[config.mk]
export PLATFORM = sky130hd
export DESIGN_NAME = hilo_mdu_ctrl
export DESIGN_NICKNAME = d
export VERILOG_FILES = /design/src/rtl/hilo_mdu_ctrl.sv
export SDC_FILE = /design/constraint.sdc
export NUM_CORES = 2
export LEC_CHECK = 0
export ABC_CLOCK_PERIOD_IN_PS = 25100
export BUFFER_PORTS_ARGS = -buffer_cell sky130_fd_sc_hd__clkbuf_2
export CAP_MARGIN = 20
export CORE_AREA = 2 2 410 330
export DETAILED_ROUTE_END_ITERATION = 6
export DIE_AREA = 0 0 412 332
export GPL_TIMING_DRIVEN = 0
export PLACE_DENSITY = 0.66
export SLEW_MARGIN = 30
export SYNTH_ARGS = -nofsm -noshare
export SYNTH_HDL_FRONTEND = slang
export SYNTH_SLANG_ARGS = --single-unit
[constraint.sdc]
create_clock -name clk -period 25.1 [get_ports clk]
set_clock_uncertainty 0.2 [all_clocks]
set_input_delay 2.51 -clock clk [delete_from_list [all_inputs] [get_ports clk]]
set_output_delay 2.51 -clock clk [all_outputs]
set_load 0.03 [all_outputs]
[src/rtl/hilo_mdu_ctrl.sv]
// hilo_mdu_ctrl: multi-cycle multiply/divide scheduler owning the HI/LO pair.
//
// Accepts MULT/MULTU/MADD/MADDU/MSUB/MSUBU (pipelined multiplier, MUL_LAT
// edges), DIV/DIVU (setup edge + 32-step restoring divider) and MTHI/MTLO
// (single cycle) from decode, and publishes HI/LO for MFHI/MFLO write-back.
//
// Ports:
//   clk       core clock
//   resetn    synchronous active-low reset
//   in_valid  decoded op and operands valid
//   in_ready  controller idle and able to accept an op
//   op        decoded op (non-MDU encodings are ignored)
//   va, vb    rs / rt operands
//   flush     kills the in-flight op; blocks acceptance in idle
//   busy      multi-cycle op in flight
//   done      one-cycle pulse after a multi-cycle op updated HI/LO
//   vhi, vlo  architectural HI / LO registers
//
// Optional build macro HILO_MDU_EARLY_OUT_EN: divides whose quotient is
// trivially zero (|va| < |vb|) or whose divisor is zero finish on the
// setup edge instead of iterating.

package hilo_mdu_pkg;
    typedef enum logic [3:0] {
        OP_NOP   = 4'd0,
        OP_MULT  = 4'd1,
        OP_MULTU = 4'd2,
        OP_DIV   = 4'd3,
        OP_DIVU  = 4'd4,
        OP_MADD  = 4'd5,
        OP_MADDU = 4'd6,
        OP_MSUB  = 4'd7,
        OP_MSUBU = 4'd8,
        OP_MTHI  = 4'd9,
        OP_MTLO  = 4'd10,
        OP_OTHER = 4'd15
    } op_t;
endpackage

module hilo_mdu_ctrl
    import hilo_mdu_pkg::*;
#(
    parameter int MUL_LAT = 2
) (
    input  logic        clk,
    input  logic        resetn,
    input  logic        in_valid,
    output logic        in_ready,
    input  op_t         op,
    input  logic [31:0] va,
    input  logic [31:0] vb,
    input  logic        flush,
    output logic        busy,
    output logic        done,
    output logic [31:0] vhi,
    output logic [31:0] vlo
);

    typedef enum logic [1:0] {
        ST_IDLE = 2'd0,
        ST_MUL  = 2'd1,
        ST_DIV  = 2'd2
    } state_t;

    localparam logic [5:0] MUL_LAST = 6'(MUL_LAT - 1);

    function automatic logic is_mdu(input op_t o);
        case (o)
            OP_MULT, OP_MULTU, OP_DIV, OP_DIVU, OP_MADD, OP_MADDU,
            OP_MSUB, OP_MSUBU, OP_MTHI, OP_MTLO: is_mdu = 1'b1;
            default:                             is_mdu = 1'b0;
        endcase
    endfunction

    function automatic logic is_mul(input op_t o);
        case (o)
            OP_MULT, OP_MULTU, OP_MADD, OP_MADDU, OP_MSUB, OP_MSUBU: is_mul = 1'b1;
            default:                                                 is_mul = 1'b0;
        endcase
    endfunction

    function automatic logic is_signed(input op_t o);
        case (o)
            OP_MULT, OP_MADD, OP_MSUB, OP_DIV: is_signed = 1'b1;
            default:                           is_signed = 1'b0;
        endcase
    endfunction

    // 0: overwrite, 1: accumulate, 2: subtract from HI/LO
    function automatic logic [1:0] acc_mode(input op_t o);
        case (o)
            OP_MADD, OP_MADDU: acc_mode = 2'd1;
            OP_MSUB, OP_MSUBU: acc_mode = 2'd2;
            default:           acc_mode = 2'd0;
        endcase
    endfunction

    // Magnitude of a possibly-signed operand; 0x80000000 maps to itself.
    function automatic logic [31:0] mag(input logic [31:0] x, input logic sgn);
        mag = (sgn && x[31]) ? (32'd0 - x) : x;
    endfunction

    state_t      state_r, state_nxt_s;
    logic [31:0] hi_r, lo_r;
    logic [5:0]  cnt_r;
    logic [31:0] a_r, b_r;
    logic        sgn_r;
    logic [1:0]  acc_mode_r;
    logic [63:0] prod_r;
    logic [31:0] q_r, rem_r, d_r;
    logic        neg_q_r, neg_r_r;
    logic        busy_r, done_r, in_ready_r;

    logic        accept_s, mul_wr_s, div_wr_s, early_s;
    logic [63:0] mul_a_s, mul_b_s, prod_s, mul_res_s;
    logic [31:0] mag_a_s, mag_b_s;
    logic [32:0] rem_sh_s, diff_s;
    logic [31:0] rem_nxt_s, q_nxt_s;
    logic [31:0] div_hi_s, div_lo_s;

    assign accept_s = in_valid && (state_r == ST_IDLE) && !flush && is_mdu(op);

    // First multiplier stage: the full 64-bit product is formed at accept;
    // sign-extending to 64 bits makes the low half correct for both signednesses.
    assign mul_a_s = {{32{is_signed(op) & va[31]}}, va};
    assign mul_b_s = {{32{is_signed(op) & vb[31]}}, vb};
    assign prod_s  = mul_a_s * mul_b_s;

    assign mag_a_s = mag(a_r, sgn_r);
    assign mag_b_s = mag(b_r, sgn_r);

`ifdef HILO_MDU_EARLY_OUT_EN
    assign early_s = (b_r == 32'd0) || (mag_a_s < mag_b_s);
`else
    assign early_s = 1'b0;
`endif

    // Multiply write-back value, applied against HI/LO as they stand at the write edge.
    always_comb begin
        mul_res_s = prod_r;
        case (acc_mode_r)
            2'd1:    mul_res_s = {hi_r, lo_r} + prod_r;
            2'd2:    mul_res_s = {hi_r, lo_r} - prod_r;
            default: mul_res_s = prod_r;
        endcase
    end

    // One restoring-divide step: shift in the next dividend bit, subtract if it fits.
    always_comb begin
        rem_sh_s = {rem_r, q_r[31]};
        diff_s   = rem_sh_s - {1'b0, d_r};
        if (rem_sh_s >= {1'b0, d_r}) begin
            rem_nxt_s = diff_s[31:0];
            q_nxt_s   = {q_r[30:0], 1'b1};
        end else begin
            rem_nxt_s = rem_sh_s[31:0];
            q_nxt_s   = {q_r[30:0], 1'b0};
        end
    end

    // Divide result: zero divisor and early-out bypass the iteration result.
    always_comb begin
        div_hi_s = a_r;
        div_lo_s = 32'hFFFF_FFFF;
        if (b_r == 32'd0) begin
            div_hi_s = a_r;
            div_lo_s = 32'hFFFF_FFFF;
        end else if (cnt_r == 6'd0) begin
            div_hi_s = a_r;
            div_lo_s = 32'd0;
        end else begin
            div_lo_s = neg_q_r ? (32'd0 - q_nxt_s) : q_nxt_s;
            div_hi_s = neg_r_r ? (32'd0 - rem_nxt_s) : rem_nxt_s;
        end
    end

    // Next-state and write-strobe decode; flush suppresses any write.
    always_comb begin
        state_nxt_s = state_r;
        mul_wr_s    = 1'b0;
        div_wr_s    = 1'b0;
        case (state_r)
            ST_IDLE: begin
                if (accept_s && is_mul(op)) begin
                    state_nxt_s = ST_MUL;
                end else if (accept_s && (op == OP_DIV || op == OP_DIVU)) begin
                    state_nxt_s = ST_DIV;
                end else begin
                    state_nxt_s = ST_IDLE;
                end
            end
            ST_MUL: begin
                if (flush) begin
                    state_nxt_s = ST_IDLE;
                end else if (cnt_r == MUL_LAST) begin
                    mul_wr_s    = 1'b1;
                    state_nxt_s = ST_IDLE;
                end else begin
                    state_nxt_s = ST_MUL;
                end
            end
            ST_DIV: begin
                if (flush) begin
                    state_nxt_s = ST_IDLE;
                end else if ((cnt_r == 6'd0 && early_s) || cnt_r == 6'd32) begin
                    div_wr_s    = 1'b1;
                    state_nxt_s = ST_IDLE;
                end else begin
                    state_nxt_s = ST_DIV;
                end
            end
            default: state_nxt_s = ST_IDLE;
        endcase
    end

    // State register, operand latches, divider datapath and HI/LO.
    always_ff @(posedge clk) begin
        if (!resetn) begin
            state_r    <= ST_IDLE;
            hi_r       <= 32'd0;
            lo_r       <= 32'd0;
            cnt_r      <= 6'd0;
            a_r        <= 32'd0;
            b_r        <= 32'd0;
            sgn_r      <= 1'b0;
            acc_mode_r <= 2'd0;
            prod_r     <= 64'd0;
            q_r        <= 32'd0;
            rem_r      <= 32'd0;
            d_r        <= 32'd0;
            neg_q_r    <= 1'b0;
            neg_r_r    <= 1'b0;
            busy_r     <= 1'b0;
            done_r     <= 1'b0;
            in_ready_r <= 1'b1;
        end else begin
            state_r    <= state_nxt_s;
            busy_r     <= (state_nxt_s != ST_IDLE);
            in_ready_r <= (state_nxt_s == ST_IDLE);
            done_r     <= 1'b0;
            if (accept_s) begin
                a_r        <= va;
                b_r        <= vb;
                sgn_r      <= is_signed(op);
                acc_mode_r <= acc_mode(op);
                prod_r     <= prod_s;
                cnt_r      <= 6'd0;
                if (op == OP_MTHI) begin
                    hi_r <= va;
                end else if (op == OP_MTLO) begin
                    lo_r <= va;
                end else begin
                    hi_r <= hi_r;
                end
            end else if (state_r == ST_MUL) begin
                cnt_r <= cnt_r + 6'd1;
                if (mul_wr_s) begin
                    {hi_r, lo_r} <= mul_res_s;
                    done_r       <= 1'b1;
                end
            end else if (state_r == ST_DIV) begin
                cnt_r <= cnt_r + 6'd1;
                if (cnt_r == 6'd0) begin
                    // setup edge: move to magnitudes and record result signs
                    q_r     <= mag_a_s;
                    d_r     <= mag_b_s;
                    rem_r   <= 32'd0;
                    neg_q_r <= sgn_r & (a_r[31] ^ b_r[31]);
                    neg_r_r <= sgn_r & a_r[31];
                end else begin
                    q_r   <= q_nxt_s;
                    rem_r <= rem_nxt_s;
                end
                if (div_wr_s) begin
                    hi_r   <= div_hi_s;
                    lo_r   <= div_lo_s;
                    done_r <= 1'b1;
                end
            end else begin
                cnt_r <= cnt_r;
            end
        end
    end

    assign in_ready = in_ready_r;
    assign busy     = busy_r;
    assign done     = done_r;
    assign vhi      = hi_r;
    assign vlo      = lo_r;

endmodule
# After elaboration in Yosys (flattened, before gate mapping)
# Memories as Yosys holds them, arrays and structs flattened.
# Index checks and enable logic that the tools add are counted.
[totals]
ff_bits = 304
rom_bits = 16
n_memories = 1
out_inout_bits = 67
[memory_table]
columns = ["memory", "depth", "word_bits", "rd", "rd_ports_with_merged_regs", "write_ports", "line", "rtl"]
rows = [
  ["(no name shown)", 16, 1, 1, 0, 0, "68", "case (o)"],
]
[op_classes]
n_reduce_logical = 26
order_cmp = 1
n_mux = 49
multipliers = 1
n_bitwise = 8
n_addsub = 8
n_eq_ne = 20
[ops]
columns = ["operator", "count"]
rows = [
  ["32-bit 2-to-1 mux", 24],
  ["64-bit one-hot mux with 2 select lines", 1],
  ["1-bit by 32-bit subtractor with 32-bit output (first input constant)", 4],
  ["64-bit adder", 1],
  ["33-bit by 33-bit multiplier with 64-bit output", 1],
  ["64-bit subtractor", 1],
  ["33-bit by 32-bit >= comparator with 1-bit output", 1],
  ["32-bit zero test", 1],
  ["32-bit subtractor", 1],
  ["4-bit by 3-bit equality test with 1-bit output (second input constant)", 4],
  ["1-bit 2-to-1 mux", 16],
  ["4-bit equality test (second input constant)", 3],
  ["6-bit 2-to-1 mux", 2],
  ["4-bit by 2-bit equality test with 1-bit output (second input constant)", 2],
  ["2-bit 2-to-1 mux", 4],
  ["4-bit AND reduction", 2],
  ["1-bit logical AND", 7],
  ["6-bit by 1-bit adder with 6-bit output (second input constant)", 1],
  ["6-bit by 1-bit equality test with 1-bit output (second input constant)", 1],
  ["6-bit equality test (second input constant)", 1],
  ["6-bit zero test", 1],
  ["2-bit one-hot mux with 3 select lines", 1],
  ["3-bit nonzero test", 2],
  ["2-bit OR reduction", 3],
  ["other kinds (18)", 28],
]

# Longest topological paths before layout
[logic_depth]
ltp_word = 10
ltp_mapped = 34
mapped_depth_nobuf = 31

# Least setup slack after synthesis
# OpenSTA, ideal clock, no wires.
[synth_timing]
kind = "input to register"
startpoint = "input op[0]"
endpoint = "register prod_r[60]"
t_arrival_ns = 10.762
stages = 31
required_ns = 24.770
setup_time_ns = 0.130
setup_slack_ns = 14.007
path_buffers = 4
cell_sequence = "clkbuf_1 nor2b_1 clkbuf_1 clkbuf_1 and3_1 fa_1 fa_1 fa_1 inv_1 fa_1 inv_1 fa_1 fa_1 inv_1 fa_1 fa_1 inv_1 ha_1 clkbuf_1 a21o_1 a21oi_1 nor2b_1 o21ai_0 nand2b_1 a21oi_1 o21bai_1 nor4b_1 o31ai_1 a31oi_1 xor2_1 o21ai_0"
[synth_via]
elab_chain_cells = 5
elab_cells_between_ends = 11
cone_classes = "1 x mul; 4 x eq/ne; 1 x mux; 2 x bitwise; 2 x reduce/logical; 1 x memory"
[synth_rtl]
columns = ["element", "line", "rtl"]
rows = [
  ["from (decl)", "49", "input op_t op,"],
  ["4-bit by 2-bit equality test with 1-bit output (tied with other cells)", "83", "case (o)"],
  ["4-bit OR reduction", "83", ""],
  ["1-bit 2-to-1 mux", "83", ""],
  ["1-bit bitwise AND (on tied branches)", "125, 126", ""],
  ["33-bit by 33-bit multiplier with 64-bit output", "127", "assign prod_s = mul_a_s * mul_b_s;"],
  ["to (signal assigned)", "246", "prod_r <= prod_s;"],
  ["to (decl)", "109", "logic [63:0] prod_r;"],
]
# Several ways; a longest one is shown, not always the timed one.
# A chain may end at the register's enable or synchronous reset.

# Final worst setup path
# Same ends and word-level chain as after synthesis.

==> summary.md <==
| Metric | Value |
|---|---|
| RR Endpoint | vhi[29] |
| Die height | around 330 microns |
| Post-route minimum period | between 10,000 and 15,000 ps |
| Fmax | about 0.074 GHz |
| Max-Cap Viols | 0 |
| Antenna-violating nets left | 0 |
| Worst slew pin tran | about 1200 ps |
| CTS tree | built |
| Worst Slack Setup Final | 11,520 ps |
| Gpl congestion | 1.060 |
| Gr ovfl total | 0 |
| Setup violators final | 0 |
| Crit path launch | op[0] |
| Gr usage total | 37.35% |
| Flop and latch count out of synthesis | around 300 |
| First-pass GRT wire length | between 300 and 400 mm |
| Slowest stage delay, CP | 1000 ps |
| Largest net degree at the start of global routing | 25 |
| Area of the multi-input gates | approximately 48,000 sq um |
| Worst Reg-to-Reg Cells | 21 |
| Fin. max-slew vios | 0 |
| Drt initial violations | approximately 7,000 |
| Crit Path Category | in -> reg |
| HP Class | reg -> reg |
| I/O pins | about 140 |
| Critical Path Sink | prod_r[60] |
| Unrepaired setup endpoints after global routing | no |
| # port buffers | 101 |
| DRC Markers | 8 |
| Share of layout cells above drive strength 1 | 4.071% |
| Worst path required time | ~25,000 ps |
| Netlist cell types | between 100 and 150 |
| Initial cell density of the core | 45.62% |
| Post-CTS Setup Bufs | 0 |
| Row count | 120 |
| Dpl ws | 11,000 ps |
| Reg2Reg Setup Slack | roughly 17,000 ps |
| Wire per inst | around 27 microns |
| Cell count after synthesis | 7,377 |
| Hold-fix buffers, CTS | 0 |
| Vias per cell | about 6.0 |
| Dpl cells | just over 9,000 |
| Failing checks | DRC |
| Post-Syn Area | around 60,000 sq um |
| Cell area after layout | approximately 65,000 sq um |
| Most common cell after layout, fill and taps aside | nand2_1 |
| Pre-antenna DRT Iters | 7 |
| Placed Area | around 64,000 sq um |
| Vias in the first global route | around 55,000 |
| Most used cell, CP | fa_1 |
| Total core area | between 100,000 and 150,000 sq um |
| Post-DP HPWL | around 210 mm |
| Area delta synth->final | 6.880% |
| Num CTS Buffers | 30 |
| CTS Sinks | 304 |
| YS warnings | 0 |
| Post-Route Setup TNS | 0 ps |
| Hold_sp | acc_mode_r[0] |
| Antenna violations before repair | 30 |
| Most frequent cells in the layout | nand2_1 (1,259), inv_1 (1,249), fa_1 (1,125), a21oi_1 (399), nor2_1 (376) |
| Register area share after synthesis | 10.03% |
| Primary FF master, synth | dfxtp_1 |
| Non-filler instance count after layout | between 9,000 and 10,000 |
| Worst-path maximum fanout | 11 |
| Fillers | roughly 13,000 |
| FF/Latch Area | ~6100 sq um |
| Vias | 55,790 |
| Post-synth EDFFs | 0 |
| Die W | a little over 400 microns |
| Clock tree buffer depth | 3 |
| Worst Path Arrival | about 14,000 ps |
| Setup crit end kind | register |
| PostCTS Resize Cnt | 0 |
| NumNets Final | approximately 9,000 |
| Post-Syn Nets | between 8,000 and 9,000 |
| Outcome | complete, but fails checks |
| Endpoints failing hold | 0 |
| Die area | 136,800 sq um |
| Fin crit share | between 50% and 60% |
| Max H-tree Level | 1 |
| Worst r2r src | prod_r[12] |
| Ys async rst share | 0% |
| CTS clk-pin slew, worst paths | about 70 ps |
| Clk root buf | clkbuf_16 |
| Post-Syn Area per Cell | 8.227 sq um |
| Clock Latency Late Sink | 630 ps |
| Rel. slew slack | around 22% |
| Detailed Route WL | 255.6 mm |
| Slowest CP cell | fa_2 |
| Critical Path Start Type | primary input |
==> area by class of cell <==
| cell class | count | share of cell area (%) |
|---|---|---|
| Multi-Input combinational cell | 5372 | 74.24 |
| Sequential cell | 304 | 9.382 |
| Inverter | 1253 | 7.251 |
| Tap cell | 1769 | 3.412 |
| Buffer | 448 | 2.868 |
| Clock buffer | 37 | 1.292 |
| Timing Repair Buffer | 109 | 0.9529 |
| Clock inverter | 18 | 0.4745 |
| Antenna cell | 32 | 0.1235 |
==> critical path, delay by kind of cell <==
family | cells | cell delay, ps
simple gates | 5 | 1670
fa+ha+maj | 9 | 5290
compound gates | 8 | 1360
buf+inv | 8 | 2790
xor+xnor | 1 | 190
==> synth_stat cells (all sizes together), types with 20 or more instances <==
| master | count | area share, % |
|---|---|---|
| nand4 | 40 | 0.41 |
| a31oi | 65 | 0.69 |
| nor2 | 377 | 2.3 |
| o211ai | 44 | 0.54 |
| nor2b | 28 | 0.29 |
| clkbuf | 425 | 2.7 |
| nor3 | 84 | 0.69 |
| ha | 320 | 6.6 |
| dfxtp | 304 | 10 |
| and2 | 309 | 3.2 |
| o21ai | 260 | 2.2 |
| xnor2 | 208 | 3.0 |
| or3 | 20 | 0.21 |
| o21a | 30 | 0.37 |
| xor2 | 114 | 1.6 |
| and3 | 41 | 0.42 |
| nand2 | 1260 | 7.8 |
| a21o | 84 | 1.0 |
| nand2b | 26 | 0.27 |
| buf | 22 | 0.20 |
| a21oi | 401 | 3.3 |
| o31ai | 35 | 0.47 |
| nand3 | 88 | 0.73 |
| mux2i | 56 | 0.92 |
| inv | 1250 | 7.7 |
| fa | 1127 | 37 |
| a211oi | 64 | 0.83 |
| nor4 | 28 | 0.32 |
==> metal layers <==
metal,track usage (%),part of all wire [%],wire length [microns],vias to the layer above
met4,15.32,5.1,13020,24
li1,-,-,-,23460
met3,18.06,17,42340,675
met2,50.10,39,98500,3803
met5,0,0.059,152,-
met1,50.86,40,101600,27830
==> cell families after synthesis <==
family          after synthesis  share of synthesized area, %
simple gates               2372                         17.60
mux                          63                         1.054
fa+ha+maj                  1447                         43.77
xor+xnor                    322                         4.647
flops                       304                         10.03
buf+inv                    1701                         10.70
compound gates             1168                         12.20
==> sequential cells by signal, summed over array words and instances, names as in the netlist <==
register	flops
prod_r	64
vlo	32
rem_r	32
neg_r_r	1
in_ready	1
done	1
q_r	32
acc_mode_r	2
vhi	32
cnt_r	6
a_r	32
busy	1
sgn_r	1
neg_q_r	1
d_r	32
state_r	2
b_r	32
==> metrics by stage <==
step	util (%)	hold slack [ps]
after floorplan	-	231.9
after global placement	47.67	243.5
after detailed placement	47.81	245.9
after CTS	48.67	255.1
after global routing	48.71	283.5
final	48.76	258.1
==> worst min-delay path by stage <==
stage | slack (ps) | endpoint | cells after the start
2_1_floorplan | 230 | d_r[31] | 2
3_3_place_gp | 240 | d_r[31] | 2
3_5_place_dp | 250 | acc_mode_r[0] | 2
4_1_cts | 260 | acc_mode_r[0] | 2
5_1_grt | 280 | d_r[31] | 2
6_report | 260 | acc_mode_r[0] | 2
Power is not shown: default switching activity piles up to over one toggle a cycle in this logic, so the estimate is an artifact.
